--- src/rtl/hwpe_ctrl_uloop_issue_pkg.sv ---
// Shared types for the uloop issue stage: uloop engine handshake structs,
// the descriptor handed to the streamer controllers, and the FSM state enum.
package hwpe_ctrl_uloop_issue_pkg;

  localparam int unsigned ULOOP_MAX_NB_LOOPS      = 6;
  localparam int unsigned ULOOP_MAX_NB_REG        = 4;
  localparam int unsigned ULOOP_REG_WIDTH         = 32;
  localparam int unsigned ULOOP_ISSUE_MAX_STREAMS = 4;

  typedef struct packed {
    logic enable;
    logic clear;
  } ctrl_uloop_t;

  typedef struct packed {
    logic                                             valid;
    logic                                             done;
    logic [ULOOP_MAX_NB_REG-1:0][ULOOP_REG_WIDTH-1:0] offs;
    logic [ULOOP_MAX_NB_LOOPS-1:0]                    idx_update;
  } flags_uloop_t;

  typedef struct packed {
    logic [ULOOP_ISSUE_MAX_STREAMS-1:0][ULOOP_REG_WIDTH-1:0] addr;
    logic [ULOOP_MAX_NB_LOOPS-1:0]                           idx_update;
    logic                                                    last;
  } uloop_issue_desc_t;

  typedef enum logic [2:0] {
    UI_IDLE,
    UI_CLR,
    UI_REQ,
    UI_WAIT,
    UI_DRAIN
  } uloop_issue_state_t;

  // Address arithmetic wraps at the register width; the carry is dropped.
  function automatic logic [ULOOP_REG_WIDTH-1:0] uloop_issue_wrap_add(
    input logic [ULOOP_REG_WIDTH-1:0] a,
    input logic [ULOOP_REG_WIDTH-1:0] b
  );
    return a + b;
  endfunction

endpackage

--- src/rtl/hwpe_ctrl_desc_fifo.sv ---
// Small descriptor FIFO with synchronous reset/clear. Pointers wrap modulo
// DEPTH so any depth >= 1 works. data_o reads as zero while empty.
module hwpe_ctrl_desc_fifo #(
  parameter int unsigned DATA_WIDTH = 8,
  parameter int unsigned DEPTH      = 2
) (
  input  logic                  clk_i,
  input  logic                  rst_i,
  input  logic                  clear_i,
  input  logic                  push_i,
  input  logic [DATA_WIDTH-1:0] data_i,
  input  logic                  pop_i,
  output logic [DATA_WIDTH-1:0] data_o,
  output logic                  full_o,
  output logic                  empty_o
);

  localparam int unsigned PTR_W = (DEPTH > 1) ? $clog2(DEPTH) : 1;
  localparam int unsigned CNT_W = $clog2(DEPTH + 1);

  logic [DATA_WIDTH-1:0] r_mem [DEPTH];
  logic [PTR_W-1:0]      r_wptr;
  logic [PTR_W-1:0]      r_rptr;
  logic [CNT_W-1:0]      r_cnt;
  logic                  w_do_push;
  logic                  w_do_pop;

  function automatic logic [PTR_W-1:0] next_ptr(input logic [PTR_W-1:0] p);
    return (p == PTR_W'(DEPTH - 1)) ? '0 : p + PTR_W'(1);
  endfunction

  assign empty_o   = (r_cnt == '0);
  assign full_o    = (r_cnt == CNT_W'(DEPTH));
  assign w_do_pop  = pop_i & ~empty_o;
  // A push into a full FIFO is only accepted when a pop frees a slot this cycle.
  assign w_do_push = push_i & (~full_o | w_do_pop);
  assign data_o    = empty_o ? '0 : r_mem[r_rptr];

  // Pointer and occupancy bookkeeping; reset and clear both flush.
  always_ff @(posedge clk_i) begin
    if (rst_i | clear_i) begin
      r_wptr <= '0;
      r_rptr <= '0;
      r_cnt  <= '0;
    end else begin
      if (w_do_push) r_wptr <= next_ptr(r_wptr);
      if (w_do_pop)  r_rptr <= next_ptr(r_rptr);
      case ({w_do_push, w_do_pop})
        2'b10:   r_cnt <= r_cnt + CNT_W'(1);
        2'b01:   r_cnt <= r_cnt - CNT_W'(1);
        default: r_cnt <= r_cnt;
      endcase
    end
  end

  // Storage write; contents need no reset because data_o is masked when empty.
  always_ff @(posedge clk_i) begin
    if (w_do_push) r_mem[r_wptr] <= data_i;
  end

endmodule

--- src/rtl/hwpe_ctrl_uloop_issue.sv ---
// Steps the uloop engine one iteration at a time, turns each iteration's
// offsets into per-stream base addresses and queues the descriptors for the
// streamer controllers.
//
// state    | meaning
// ---------+---------------------------------------------------------------
// UI_IDLE  | waiting for start_i
// UI_CLR   | one-cycle clear of the uloop engine
// UI_REQ   | request next iteration once the FIFO has room
// UI_WAIT  | one request outstanding, waiting for flags.valid
// UI_DRAIN | last descriptor pushed, waiting for the FIFO to empty
module hwpe_ctrl_uloop_issue
  import hwpe_ctrl_uloop_issue_pkg::*;
#(
  parameter int unsigned NB_STREAMS = ULOOP_ISSUE_MAX_STREAMS,
  parameter int unsigned NB_REG     = ULOOP_MAX_NB_REG,
  parameter int unsigned NB_LOOPS   = ULOOP_MAX_NB_LOOPS,
  parameter int unsigned ADDR_WIDTH = ULOOP_REG_WIDTH,
  parameter int unsigned FIFO_DEPTH = 2,
  parameter int unsigned SEL_W      = (NB_REG > 1) ? $clog2(NB_REG) : 1
) (
  input  logic                                  clk_i,
  input  logic                                  rst_i,
  input  logic                                  clear_i,
  input  logic                                  start_i,
  input  logic [NB_STREAMS-1:0][ADDR_WIDTH-1:0] base_addr_i,
  input  logic [NB_STREAMS-1:0][SEL_W-1:0]      offs_sel_i,
  output ctrl_uloop_t                           uloop_ctrl_o,
  input  flags_uloop_t                          uloop_flags_i,
  output logic                                  desc_valid_o,
  input  logic                                  desc_ready_i,
  output uloop_issue_desc_t                     desc_o,
  output logic                                  busy_o,
  output logic                                  done_o
);

  uloop_issue_state_t r_state;
  uloop_issue_state_t w_state_next;
  logic               w_flush;
  logic               w_en;
  logic               w_clr_state;
  logic               w_push;
  logic               w_done;
  logic               w_full;
  logic               w_empty;
  logic               w_pop;
  uloop_issue_desc_t  w_desc_in;
  uloop_issue_desc_t  w_desc_out;

  assign w_flush = rst_i | clear_i;

  // State register; reset and soft clear abandon any outstanding request.
  always_ff @(posedge clk_i) begin
    if (w_flush) r_state <= UI_IDLE;
    else         r_state <= w_state_next;
  end

  // Next-state and per-state strobes.
  always_comb begin
    w_state_next = r_state;
    w_en         = 1'b0;
    w_clr_state  = 1'b0;
    w_push       = 1'b0;
    w_done       = 1'b0;
    case (r_state)
      UI_IDLE: begin
        if (start_i) w_state_next = UI_CLR;
      end
      UI_CLR: begin
        w_clr_state  = 1'b1;
        w_state_next = UI_REQ;
      end
      UI_REQ: begin
        // Only ask for an iteration when its descriptor is guaranteed a slot.
        if (!w_full) begin
          w_en         = 1'b1;
          w_state_next = UI_WAIT;
        end
      end
      UI_WAIT: begin
        if (uloop_flags_i.valid) begin
          w_push       = 1'b1;
          w_state_next = uloop_flags_i.done ? UI_DRAIN : UI_REQ;
        end
      end
      UI_DRAIN: begin
        if (w_empty) begin
          w_done       = 1'b1;
          w_state_next = UI_IDLE;
        end
      end
      default: w_state_next = UI_IDLE;
    endcase
  end

  // Per-stream address adders plus index-update and last flags.
  always_comb begin
    w_desc_in = '0;
    for (int s = 0; s < NB_STREAMS; s++) begin
      w_desc_in.addr[s] = uloop_issue_wrap_add(base_addr_i[s],
                                               uloop_flags_i.offs[offs_sel_i[s]]);
    end
    for (int l = 0; l < NB_LOOPS; l++) begin
      w_desc_in.idx_update[l] = uloop_flags_i.idx_update[l];
    end
    w_desc_in.last = uloop_flags_i.done;
  end

  // Engine control; enable is suppressed whenever a clear is being issued.
  always_comb begin
    uloop_ctrl_o        = '0;
    uloop_ctrl_o.clear  = clear_i | w_clr_state;
    uloop_ctrl_o.enable = w_en & ~w_flush;
  end

  assign w_pop        = desc_valid_o & desc_ready_i;
  assign desc_valid_o = ~w_empty;
  assign desc_o       = w_desc_out;
  assign busy_o       = (r_state != UI_IDLE);
  assign done_o       = w_done & ~w_flush;

  hwpe_ctrl_desc_fifo #(
    .DATA_WIDTH ($bits(uloop_issue_desc_t)),
    .DEPTH      (FIFO_DEPTH)
  ) i_desc_fifo (
    .clk_i   (clk_i),
    .rst_i   (rst_i),
    .clear_i (clear_i),
    .push_i  (w_push),
    .data_i  (w_desc_in),
    .pop_i   (w_pop),
    .data_o  (w_desc_out),
    .full_o  (w_full),
    .empty_o (w_empty)
  );

endmodule

--- config.mk ---
export PLATFORM = sky130hd
export DESIGN_NAME = hwpe_ctrl_uloop_issue
export DESIGN_NICKNAME = d
export VERILOG_FILES = /design/src/rtl/hwpe_ctrl_uloop_issue_pkg.sv /design/src/rtl/hwpe_ctrl_desc_fifo.sv /design/src/rtl/hwpe_ctrl_uloop_issue.sv
export SDC_FILE = /design/constraint.sdc
export NUM_CORES = 1
export LEC_CHECK = 0
export BUFFER_PORTS_ARGS = -buffer_cell sky130_fd_sc_hd__buf_4
export CAP_MARGIN = 20
export CORE_MARGIN = 2
export CORE_UTILIZATION = 50
export CTS_BUF_LIST = sky130_fd_sc_hd__clkbuf_16
export CTS_CLUSTER_DIAMETER = 60
export DETAILED_ROUTE_END_ITERATION = 16
export MAX_ROUTING_LAYER = met4
export PLACE_DENSITY = 0.74
export SLEW_MARGIN = 10
export SYNTH_ARGS = -nofsm -noshare
export SYNTH_HDL_FRONTEND = slang
export SYNTH_SLANG_ARGS = --single-unit
--- constraint.sdc ---
create_clock -name clk_i -period 12.1 [get_ports clk_i]
set_input_delay 0.605 -clock clk_i [delete_from_list [all_inputs] [get_ports clk_i]]
set_output_delay 0.605 -clock clk_i [all_outputs]
set_load 0.05 [all_outputs]
==> results.txt <==
Final instance area - 24400 um2
Post-route clock period utilization - 34.5%
Vias in the first global route - 15600
Global Route Usage Sum - 31.0%
Top cells by count, synth - edfxtp_1, nor2_1, mux2i_1
CP Data Arrival Time - 4460 ps
Synth warnings - 0
Min Hold Slack - 246 ps
Post-cts repair resize count - 0
Pre-CTS setup slack - 7360 ps
Global-route wire length before repair - 92600 um
CP required - 12390 ps
IO Port Bufs - 416
Starting Density - 51.0%
Detail Placement HPWL - 47800 um
Setup_tns - 0 ps
Flops & latches, synth - 278
Syn Nets - 2050
Vias/cell - 6.07
Reg clk slew, reported paths - 60 ps
Drt initial violations - 1194
Fin. Hold Viols - 0
Synth Instances - 1645
CP Max Fanout - 32
Max-slew violations - 0
Fin crit period - 4180 ps
VDD IR-drop max - 0.000113 V
Cts hold-fix bufs - 0
Reg2reg start - r_state[2]
Share of layout cells above drive strength 1 - 31.3%
Total CTS buffers - 35
Final Skew - 18.1 ps
Largest cells by area after synthesis - edfxtp_1, mux4_2, ha_1
MaxCap Viol Count - 0
H-Tree Depth - 2
CORE AREA - 38800 um2
Clock sinks - 278
Cell with the most instances after synthesis - edfxtp_1
DRT Wirelength - 62800 um
Distinct cells, synth - 77
Leak pwr - 9.33 nW
GPL Wtd Cong - 0.987
Max Clk Rate - 239 MHz
Avg Inst Size Synth - 12.0 um2
Post-synth top area share - 41.0%
Initial antenna violation count - 26
Ys flop type - edfxtp_1
Routed len/inst - 24.2 um
Antenna-violating nets left - 0
Post-synth ARST share - 0%
Post-Syn Area - 19800 um2
Status - complete, no violations
Row count - 72
Synth area leader - edfxtp_1
Pwr dens - 119 nW/um2
Post-synth EDFFs - 270
Die X - 203 um
Post-route setup slack - 7920 ps
Root Buffer Master - clkbuf_16
Top-Level Pins - 417
Finished Layout Cells - 2592
Clk Latency, worst-skew pair - 540 ps
Die Ht - 203 um
Sequential share of the synthesized area - 41.8%
Slew margin rel. - 31.4%
Drt pass-1 iters - 6
Postcts setup bufs - 0
Remaining DRCs - 0
CTS Buffer Depth - 3
CTS tree - yes
GRT overflow - 0
Endpoints failing setup - 0
Worst Max-Slew Pin Slew - 1030 ps
Crit start category - input pin
Die ar. - 41200 um2
Critical path origin - offs_sel_i[4]
CP endpoint kind - flop
Worst Hold Class - in2reg
Setup CP Type - in2reg
Largest net degree at the start of global routing - 136
Area Growth Syn to Fin - 23.5%
HP Start - uloop_flags_i[0]
Nets - 2430
Vias - 15700
RSZ-0062 raised after global routing - false
Placed cells - 2506
Dpl cell area - 23300 um2
[worst max-delay path, stage by stage]
cell      delay, ps
buf_4           520
mux4_2          580
ha_1            220
fa_1            510
a211oi_2        290
o21bai_2        120
o41ai_4         400
o41ai_4         160
a31oi_2         360
o21ai_2          90
a221oi_2        320
o31ai_2         100
xor2_1          150
[where the power goes]
part / switching (mW) / internal [mW] / total (mW)
combinational: 0.461 / 0.367 / 0.828
sequential: 0.000905 / 1.13 / 1.13
clock: 0.407 / 0.531 / 0.938
total: 0.869 / 2.03 / 2.90
[final cells by class]
type / count / area, um2
Fill cell: 3157 / 14400
Multi-Input combinational cell: 1252 / 11100
Sequential cell: 278 / 8270
Timing Repair Buffer: 422 / 3190
Clock buffer: 35 / 876
Tap cell: 518 / 648
Clock inverter: 22 / 141
Inverter: 36 / 135
Antenna cell: 29 / 72.6
[final timing paths]
check                               to  slack [ps]  depth (start not counted)
min reg2reg         i_desc_fifo.r_rptr         510                          2
max reg2reg    i_desc_fifo.r_mem[1][0]        8550                          5
max          i_desc_fifo.r_mem[1][101]        7920                         13
min            i_desc_fifo.r_mem[0][1]         250                          1
[metrics by stage]
| step | power, mW | utilization [%] |
|---|---|---|
| after floorplan | 1.72 | - |
| after global placement | 1.94 | 60.1 |
| after detailed placement | 1.96 | 60.1 |
| after CTS | 2.91 | 62.7 |
| after global routing | 3.03 | 62.9 |
| final | 2.90 | 62.9 |
[kinds of logic (layout without fill, tap and decap cells)]
kind of cell / count (synthesis) / count (layout) / synth area share, %
compound gates: 360 / 360 / 12.1
buf+inv: 115 / 515 / 2.20
mux: 267 / 267 / 21.6
fa+ha+maj: 128 / 128 / 8.25
xor+xnor: 117 / 117 / 5.18
flops: 278 / 278 / 41.8
other cells: 0 / 29 / 0
simple gates: 380 / 380 / 8.85
[state kept, by name, indices dropped and copies added, names as in the netlist, named ones only]
register,count
i_desc_fifo.r_cnt,2
i_desc_fifo.r_mem,270
i_desc_fifo.r_rptr,1
i_desc_fifo.r_wptr,1
r_state,3
[cells in the final DEF (no fill, tap or decap), types with 7 or more instances in the layout]
cell type	synthesis	final
nand2b_1	12	12
a31oi_1	8	8
o21a_1	12	12
a211oi_1	8	8
a21oi_1	129	129
edfxtp_1	270	270
nand4_1	14	14
mux4_2	128	128
nand3_1	31	31
nor2_1	194	193
mux2i_1	138	138
diode_2	0	29
o21ai_1	10	10
nand2_1	49	49
nor2b_1	15	15
dfxtp_1	8	7
and3_1	11	11
o21bai_1	18	18
and2_1	9	8
o211ai_1	8	8
buf_4	0	420
clkbuf_16	0	35
o21ai_0	52	52
xnor2_1	79	79
ha_1	124	124
inv_1	36	39
xor2_1	38	38
nor3_1	17	16
a21o_1	51	51
[layer usage]
metal	GRT usage [%]	wire length (um)
met1	40.2	25600
met2	48.3	30100
met3	6.28	5280
met5	-	0
met4	12.0	1840
(Power assumes the default switching activity.)
